`config.mk`:
```
export PLATFORM = sky130hd
export DESIGN_NAME = ram_burst_reader
export DESIGN_NICKNAME = d
export VERILOG_FILES = /design/src/rtl/ram_burst_reader.sv
export SDC_FILE = /design/constraint.sdc
export NUM_CORES = 1
export LEC_CHECK = 0
export CAP_MARGIN = 0
export CORE_MARGIN = 2
export CORE_UTILIZATION = 40
export CTS_BUF_LIST = sky130_fd_sc_hd__clkbuf_16
export CTS_CLUSTER_DIAMETER = 150
export CTS_CLUSTER_SIZE = 30
export DETAILED_ROUTE_END_ITERATION = 7
export PLACE_DENSITY_LB_ADDON = 0.08
export SLEW_MARGIN = 20
export SYNTH_ARGS = -nofsm -noshare
export SYNTH_HDL_FRONTEND = slang
export SYNTH_SLANG_ARGS = --single-unit
```
`constraint.sdc`:
```
create_clock -name clk -period 5.2 [get_ports clk]
set_clock_uncertainty 0.05 [all_clocks]
set_input_delay 0.52 -clock clk [delete_from_list [all_inputs] [get_ports clk]]
set_output_delay 0.52 -clock clk [all_outputs]
set_load 0.01 [all_outputs]
```
`src/rtl/ram_burst_reader.sv`:
```
// Burst reader for the CPU block-transfer port: one RamToOut command per burst,
// parallel capture of the returned lanes, then a serial valid/ready word stream.
module ram_burst_reader #(
  parameter int DATA_W = 32,
  parameter int ADDR_W = 9,
  parameter int LANES  = 16,
  parameter int CNT_W  = 4
) (
  input  logic                    clk,
  input  logic                    rst_n,
  input  logic                    start,
  input  logic [ADDR_W-1:0]       start_addr,
  input  logic [CNT_W-1:0]        start_cnt,
  output logic                    cmd_en,
  output logic [2:0]              cmd_op,
  output logic [ADDR_W-1:0]       cmd_addr,
  output logic [CNT_W-1:0]        cmd_cnt,
  input  logic [LANES*DATA_W-1:0] ram_output,
  output logic                    out_valid,
  input  logic                    out_ready,
  output logic [DATA_W-1:0]       out_data,
  output logic [CNT_W-1:0]        out_index,
  output logic                    out_last,
  output logic                    out_oob,
  output logic                    busy,
  output logic                    done
);

  localparam int AW1 = ADDR_W + 1;

  typedef enum logic [2:0] {IDLE, ISSUE, CAPTURE, STREAM, DONE} state_t;

  state_t state_reg, state_next;

  logic [ADDR_W-1:0] addr_reg;
  logic [CNT_W-1:0]  cnt_reg;
  logic [DATA_W-1:0] buffer [LANES];
  logic [LANES-1:0]  oob_reg;
  logic [LANES-1:0]  lane_oob;
  logic              valid_reg, last_reg, word_oob_reg;
  logic [DATA_W-1:0] data_reg;
  logic [CNT_W-1:0]  index_reg;
  logic [CNT_W-1:0]  index_next;
  logic              handshake;

  assign handshake  = valid_reg & out_ready;
  assign index_next = index_reg + 1'b1;

  // A lane is out of range when the 9-bit address sum carries; no wrap to 0.
  generate
    for (genvar gi = 0; gi < LANES; gi++) begin : g_lane
      logic [AW1-1:0] lane_addr;
      assign lane_addr    = {1'b0, addr_reg} + AW1'(gi);
      assign lane_oob[gi] = lane_addr[ADDR_W];
    end
  endgenerate

  always_ff @(posedge clk or negedge rst_n) begin
    if (!rst_n) state_reg <= IDLE;
    else        state_reg <= state_next;
  end

  always_comb begin
    state_next = state_reg;
    cmd_en     = 1'b0;
    busy       = 1'b0;
    done       = 1'b0;
    case (state_reg)
      IDLE:    if (start) state_next = ISSUE;
      ISSUE: begin
        cmd_en     = 1'b1;
        busy       = 1'b1;
        state_next = CAPTURE;
      end
      CAPTURE: begin
        busy       = 1'b1;
        state_next = STREAM;
      end
      STREAM: begin
        busy = 1'b1;
        if (handshake && last_reg) state_next = DONE;
      end
      DONE: begin
        done       = 1'b1;
        state_next = IDLE;
      end
      default: state_next = IDLE;
    endcase
  end

  // Lane buffer carries no reset: its contents are only read after a fresh capture.
  always_ff @(posedge clk) begin
    if (state_reg == CAPTURE) begin
      for (int i = 0; i < LANES; i++) begin
        if (CNT_W'(i) <= cnt_reg)
          buffer[i] <= lane_oob[i] ? '0 : ram_output[i*DATA_W +: DATA_W];
      end
    end
  end

  always_ff @(posedge clk or negedge rst_n) begin
    if (!rst_n) begin
      addr_reg     <= '0;
      cnt_reg      <= '0;
      oob_reg      <= '0;
      valid_reg    <= 1'b0;
      data_reg     <= '0;
      index_reg    <= '0;
      last_reg     <= 1'b0;
      word_oob_reg <= 1'b0;
    end else begin
      if (state_reg == IDLE && start) begin
        addr_reg <= start_addr;
        cnt_reg  <= start_cnt;
      end
      if (state_reg == CAPTURE) oob_reg <= lane_oob;
      if (state_reg == STREAM) begin
        // First STREAM cycle loads word 0 from the freshly captured buffer.
        if (!valid_reg) begin
          valid_reg    <= 1'b1;
          index_reg    <= '0;
          data_reg     <= buffer[0];
          word_oob_reg <= oob_reg[0];
          last_reg     <= (cnt_reg == '0);
        end else if (handshake) begin
          if (last_reg) begin
            valid_reg    <= 1'b0;
            index_reg    <= '0;
            data_reg     <= '0;
            word_oob_reg <= 1'b0;
            last_reg     <= 1'b0;
          end else begin
            index_reg    <= index_next;
            data_reg     <= buffer[index_next];
            word_oob_reg <= oob_reg[index_next];
            last_reg     <= (index_next == cnt_reg);
          end
        end
      end
    end
  end

  assign cmd_op    = 3'b100;
  assign cmd_addr  = addr_reg;
  assign cmd_cnt   = cnt_reg;
  assign out_valid = valid_reg;
  assign out_data  = data_reg;
  assign out_index = index_reg;
  assign out_last  = last_reg;
  assign out_oob   = word_oob_reg;

endmodule

```
* Word level (Yosys, flattened, before mapping)
Memories as Yosys holds them, arrays and structs flattened. Index checks and enable logic that the tools add are counted.
Operators by class: add/subtract/negate cells 16, divide/modulo/power cells 0, $mul 0, reductions and logical operators 7, order comparisons 17, equal/unequal tests 8, shift-type cells 0, multiplexer cells 86, bitwise logic cells 1
Operators by type and width (number):
- $mux W32 | 18
- $add A9 B4 Y10 const B | 8
- $mux W1 | 61
- $add A9 B3 Y10 const B | 4
- $le A4 B4 Y1 const A | 8
- $add A9 B2 Y10 const B | 2
- $le A3 B4 Y1 const A | 4
- $mux W4 | 3
- $pmux W3 S4 | 1
- $add A9 B1 Y10 const B | 1
- $le A1 B4 Y1 const A | 2
- $le A2 B4 Y1 const A | 2
- $eq A3 B2 Y1 const B | 2
- $mux W3 | 2
- $lt A4 B5 Y1 const B | 1
- $add A4 B1 Y4 const B | 1
- $bmux W1 S4 | 1
- $eq A4 B4 Y1 | 1
- $logic_not A4 Y1 | 1
- $ne A2 B2 Y1 const B | 2
- $reduce_and A2 Y1 | 2
- $eq A3 B1 Y1 const B | 1
- $eq A3 B3 Y1 const B | 1
- $logic_not A3 Y1 | 1
- other kinds (4) | 5
Word-level totals: memories kept 1, memory bits (writable) 512, word-level logic and storage cells 145, memory bits (read-only) 0, bits in latches 0, bits of input ports 529, register bits 70
Memories:
- buffer | words 16, width 32, read ports 2, clocked after Yosys merged registers in 0, wr ports 16, line 37 | logic [DATA_W-1:0] buffer [LANES];

* Longest topological paths before layout
Gate-level depths: netlist (run 1).
depth in word-level cells 6, gate-level depth with buffers 8, depth with buffers taken out 7

* Least setup slack after synthesis (run 1)
Ideal clock, no wire load.
path type register to register, from register state_reg[0], to memory buffer[13][0] (enable), slack 0.787 ns, arrival time 3.942 ns, stages on the path, launching flop included 9, library setup time 0.421 ns, cells stage by stage dfrtp_1 > buf_2 > nor2_1 > nand2_1 > inv_1 > nand2_1 > inv_1 > nand2_1 > nor2_1
RTL lines:
- from (decl) | line 33 | state_t state_reg, state_next;
- from (signal assigned) | line 60 | else state_reg <= state_next;
- to (decl) | line 37

* Final worst setup path (run 1)
from register index_reg[0] (netlist: out_index[0]), to register data_reg[4] (netlist: out_data[4])
Between the ends: cells in the longest elaborated chain, start to end 5
RTL lines:
- from (decl) | line 42 | logic [CNT_W-1:0] index_reg;
- from (signal assigned) | line 133 | index_reg <= index_next;
- $add A4 B1 Y4 | line 47 | assign index_next = index_reg + 1'b1;
- $mem_v2 Z16 W32
- $mux W32 | line 126 | if (last_reg) begin
- $mux W32 | line 125 | end else if (handshake) begin
- $mux W32 | line 119 | if (!valid_reg) begin
- to (signal assigned) | line 122 | data_reg <= buffer[0];
- to (signal assigned) | line 134 | data_reg <= buffer[index_next];
- to (decl) | line 41 | logic [DATA_W-1:0] data_reg;
Every way passes these cells. The select of a mux whose other input is x is not followed. A chain may end at the register's enable or synchronous reset.

==> results of run 1 <==
==> cell usage in the layout (no fill, tap or decap), types with 5 or more instances in the layout <==
cell,instances
clkdlybuf4s50_1,582
edfxtp_1,512
and2_1,386
mux4_2,131
nor2b_1,98
mux2i_1,73
dfrtp_1,69
buf_4,35
mux2_2,26
nand2_1,24
inv_1,23
clkbuf_16,23
nand3_1,20
and3_1,20
a221o_1,20
o21ai_0,18
nor2_1,13
o211ai_1,13
a22oi_1,12
nor2_4,9
a21oi_4,6
a21oi_1,5
==> what timing repair did <==
item | in CTS | in global routing
hold buffers | 0 | 1
endpoints found under the setup margin | 0 | 0
resized for setup | 0 | 0
endpoints found under the hold margin | 0 | 59
==> final cells by class <==
| class | count | area, um2 |
|---|---|---|
| timing repair buffer | 623 | 6197 |
| antenna | 4 | 10.01 |
| clock buffer | 23 | 575.6 |
| tap | 855 | 1070 |
| clock inverter | 18 | 83.83 |
| fill | 5373 | 30750 |
| multi-input combinational | 916 | 8498 |
| inverter | 8 | 30.03 |
| sequential | 582 | 17130 |
==> metal layers <==
| metal | GRT usage [%] | vias up | routed length (um) |
|---|---|---|---|
| li1 | - | 7086 | - |
| met1 | 37.09 | 8467 | 37160 |
| met2 | 43.03 | 758 | 43590 |
| met3 | 4.636 | 70 | 7061 |
| met4 | 4.255 | 8 | 1414 |
| met5 | 0 | - | 51 |
==> power groups by stage <==
stage | clock network (mW) | logic [mW] | registers [mW]
global route | 2.47 | 6.35 | 6.95
finish | 2.27 | 6.00 | 6.86
CTS | 2.31 | 6.05 | 6.87
floorplan | 0 | 3.54 | 6.76
global placement | 0 | 5.98 | 6.95
detailed placement | 0 | 6.03 | 6.97
==> critical path, stage by stage, from the launching register on <==
cell     delay (ns)
dfrtp_4        0.74
ha_4           0.91
buf_4          0.43
mux4_2         0.37
mux2i_1        0.48
mux2i_1        0.16
a221o_1        0.36
==> cell families after synthesis <==
logic type | Yosys count | synth area share (%)
AND/OR/NAND/NOR | 586 | 13.62
flip-flops | 582 | 65.93
multiplexers | 230 | 15.30
buffers and inverters | 123 | 2.244
AO/OA/AOI/OAI | 90 | 2.509
XOR/XNOR | 6 | 0.3276
other | 2 | 0.02891
adder cells (fa/ha/maj) | 1 | 0.04816
==> worst max path at each step <==
stage / startpoint / end / slack, ns / depth (start not counted)
2_1_floorplan: state_reg[0] / buffer[13][0] / 0.79 / 8
3_3_place_gp: state_reg[2] / buffer[13][5] / 1.65 / 10
3_5_place_dp: out_index[0] / out_data[4] / 1.63 / 6
4_1_cts: out_index[0] / out_data[4] / 1.59 / 6
5_1_grt: out_index[0] / out_data[4] / 1.42 / 6
6_report: out_index[0] / out_data[4] / 1.54 / 6
==> metrics by stage <==
step	hold WS (ns)	cell area, um2
global placement	0.4067	32880
detailed placement	0.4195	32910
finish	0.4294	33590
floorplan	0.1744	25980
CTS	0.08088	33570
global route	0.4152	33590
==> flow_summary.yaml, run 1 <==
worst_hold_path:
  min_path_cells: 1
  hold_path_end: "buffer[0][4]"
  hp-start: "ram_output[4]"
  hp-class: "input pin to flip-flop"
power:
  pwr-share-clk_pct: 15.0
  power.switching_mw: 5.254
  powerDensity_mw_per_mm2: 450.2
  p_seq_share_pct: 45.4
  irDropWorstVdd_uv: 366.8
  pwr-share-comb_pct: 39.7
  internal-power_mw: 9.870
  power.leakage_nw: 11.33
  total_power_mw: 15.12
  netSwitchingFraction_pct: 34.74
clock_tree:
  htree_levels: 1
  cts_buffer_depth: 3
  clock-sinks: 582
  cts-root-buf: "clkbuf_16"
  cts_tree: "built"
  path_clk_slew_ns: 0.13
  post-cts-setup-buffers: 0
  clkLatencyLatePin_ns: 0.59
  cts_buffers: 23
drt:
  drt_pass1_iterations: 5
  drt_iter0_drc: 1627
  wl_um: 89270
  antenna_left: 0
  routedWlPerCell_um: 29.47
  vias_per_cell: 5.411
  num_vias: 16389
  drc: 0
die:
  start_util_pct: 40.37
  die_width_um: 258.8
  coreArea_mm2: 0.06435
  rows: 93
  pin_count: 587
  fp.dieH_um: 258.8
  die-area_mm2: 0.06700
final_layout:
  syn_to_final_growth_pct: 29.32
  final_core_util_pct: 52.21
  largest_register_ffs: 512
  drive_gt1_share_pct: 11.71
  nNetsFinal: 2684
  fin_cells: 3029
worst_setup_path:
  worstPathArrival_ns: 4.09
  critPathRequiredTime_ns: 5.63
  rr_startpoint: "out_index[0]"
  cp-start-kind: "flip-flop"
  rrSetupSlack_ns: 1.54
  criticalPathCategory: "flip-flop to flip-flop"
  reg2reg_to: "out_data[4]"
  endpoint_kind: "flip-flop"
  rr_worst_depth: 6
  crit_fanout: 51
sta:
  timing.fmax_mhz: 273.3
  fin_ws_ns: 1.541
  tightest_slew_ns: 1.049
  fin_crit_ns: 3.659
  setup_viol: 0
  hold_viol_final: 0
  maxSlewViolCount: 0
  slew_headroom_pct: 29.75
  setup-tns-final_ns: 0
  fin_crit_sh_pct: 70.37
  rsz0062_at_grt: "false"
placed_design:
  placed_cells: 2983
  place_hpwl_um: 63540
  place_ws_ns: 1.628
  place_congestion: 0.8550
  numPortBuffers: 583
flow_run:
  drv_cap: 0
yosys:
  yosys-top-cells-count: "512 x edfxtp_1, 386 x and2_1, 131 x mux4_2, 98 x nor2b_1"
  synth_area_mm2: 0.02598
  synth_area_leaders: "edfxtp_1 59%, mux4_2 11%, and2_1 9.3%"
  syn_avg_cell_area_um2: 16.04
  ys.warnings.count: 0
  synthFlopType: "edfxtp_1"
  synth_top_area_share_pct: 59.19
  yosysSeqAreaShare_pct: 65.93
  yosysTopAreaCell: "edfxtp_1"
  synth_edf_count: 512
  ys_ff_latch: 582
  postSynthCellCount: 1620
  synth.distinct_cells: 48
  yosysMostFrequentCell: "edfxtp_1"
  synth-async-reset-ratio_pct: 12.03
global_routing:
  grt_pass1_vias: 17013
  track_usage_pct: 26.16
  grt_pass1_wl_um: 124100
  antenna_found_initial: 11
  grt_max_degree: 80
  overflow: 0
status:
  run_status: "complete, no violations"
Power figures use the tool's default switching activity.
==> inputs of run 2 (changes only) <==
clock period = 3.2 ns   (was 5.2 ns; I/O delays follow)
==> flow_summary.yaml, run 2 (synthesized netlist as in run 1, its figures left out) <==
die:
  coreArea_mm2: 0.06435
  start_util_pct: 40.37
  die_width_um: 258.8
  pin_count: 587
  die-area_mm2: 0.06700
  fp.dieH_um: 258.8
  rows: 93
global_routing:
  overflow: 0
  grt_pass1_wl_um: 124000
  grt_pass1_vias: 17070
  grt_max_degree: 58
  antenna_found_initial: 19
  track_usage_pct: 25.96
clock_tree:
  cts_resized: 0
  cts_tree: "built"
  post-cts-setup-buffers: 0
  cts_buffers: 23
  cts_hold_buf: 1
  cts-root-buf: "clkbuf_16"
  clkLatencyLatePin_ns: 0.61
  path_clk_slew_ns: 0.12
  clock-sinks: 582
  cts_buffer_depth: 3
  htree_levels: 1
final_layout:
  mostFrequentLayoutCell: "clkdlybuf4s50_1"
  postLayoutCellArea_mm2: 0.03374
  syn_to_final_growth_pct: 29.87
  nNetsFinal: 2694
  largest_register_ffs: 512
  fill_cells: 5335
  drive_gt1_share_pct: 12.33
  layout_common_cells: "582 x clkdlybuf4s50_1, 512 x edfxtp_1, 386 x and2_1"
power:
  netSwitchingFraction_pct: 34.58
  pwr-share-comb_pct: 40.1
  powerDensity_mw_per_mm2: 732.3
  irDropWorstVdd_uv: 458.8
  pwr-share-clk_pct: 15.0
  p_seq_share_pct: 44.9
  power.switching_mw: 8.543
  power.leakage_nw: 11.37
  internal-power_mw: 16.16
sta:
  rsz0062_at_grt: "false"
  timing.fmax_mhz: 356.6
  slew_headroom_pct: 31.85
  fin_crit_sh_pct: 87.64
  hold_viol_final: 0
  tightest_slew_ns: 1.022
  fin_crit_ns: 2.804
  setup-tns-final_ns: 0
  maxSlewViolCount: 0
  setup_viol: 0
worst_setup_path:
  critPathRequiredTime_ns: 2.83
  crit_fanout: 37
  endpoint_kind: "output port"
  cp-start-kind: "flip-flop"
  worstPathArrival_ns: 2.43
  criticalPathCategory: "flip-flop to output port"
placed_design:
  place_congestion: 0.8635
  place_hpwl_um: 63020
  post_dp_cell_area_mm2: 0.03304
  numPortBuffers: 583
worst_hold_path:
  hp-class: "input pin to flip-flop"
drt:
  num_vias: 16365
  drt_pass1_iterations: 5
  antenna_left: 0
  routedWlPerCell_um: 28.99
  drt_iter0_drc: 1543
  drc: 0
  wl_um: 88210
  vias_per_cell: 5.378
flow_run:
  drv_cap: 0
status:
  run_status: "complete, no violations"
==> run 2: path summary, 6_finish.rpt <==
| kind | start | end | slack, ns | depth (start not counted) |
|---|---|---|---|---|
| setup / recovery | out_index[0] | out_index[0] | 0.40 | 2 |
| hold / removal | start_addr[7] | cmd_addr[7] | 0.21 | 3 |
| setup reg to reg | out_index[0] | out_data[24] | 0.50 | 6 |
| hold reg to reg | oob_reg[7] | oob_reg[7] | 0.45 | 2 |
| max in group asynchronous | rst_n | cmd_cnt[3] | 2.03 | 3 |
| min in group asynchronous | rst_n | cmd_addr[6] | 0.30 | 2 |
==> run 2: stage by stage <==
stage / setup WS [ns] / hold WS [ns] / instances / utilization, % / power [mW]
after detailed placement: 0.5044 / 0.4219 / 2993 / 51.35 / 21.28
final: 0.3956 / 0.2097 / 3043 / 52.43 / 24.71
after global routing: 0.2433 / 0.1976 / 3042 / 52.43 / 25.74
after floorplan: 0.02758 / -0.02559 / 1621 / - / 16.76
after global placement: 0.5586 / 0.4074 / 2993 / 51.35 / 21.17
after CTS: 0.2991 / 0.1752 / 3036 / 52.40 / 24.92
==> run 2: cell type report <==
type / count / area [um2] / share of cell area [%]
multi-input cells: 916 / 8487 / 25.16
inverters: 8 / 41.29 / 0.1224
flip-flops and latches: 582 / 17130 / 50.78
clock buffers: 23 / 575.6 / 1.706
repair buffers: 633 / 6324 / 18.74
well taps: 855 / 1070 / 3.171
diodes: 7 / 17.52 / 0.05192
clock inverters: 19 / 92.59 / 0.2744
==> run 2: worst max-delay path, cell delays in order, from the launching register on <==
cell and delay, ns:
dfrtp_4 0.49, buf_4 0.61, clkdlybuf4s50_1 0.71
==> run 2: routing by layer <==
layer  vias to the layer above  global-route usage (%)  wire, um
met2                       713                   41.64     42260
met1                      8442                   37.25     37650
met5                         -                       0       110
li1                       7101                       -         -
met3                        93                   4.881      6511
met4                        16                   4.961      1678
==> run 2: power groups by stage <==
stage	clock [mW]	sequential [mW]	combinational (mW)
global route	4.00	11.2	10.5
detailed placement	0	11.3	10.0
finish	3.70	11.1	9.92
CTS	3.78	11.1	10.0
floorplan	0	11.0	5.78
global placement	0	11.2	9.93
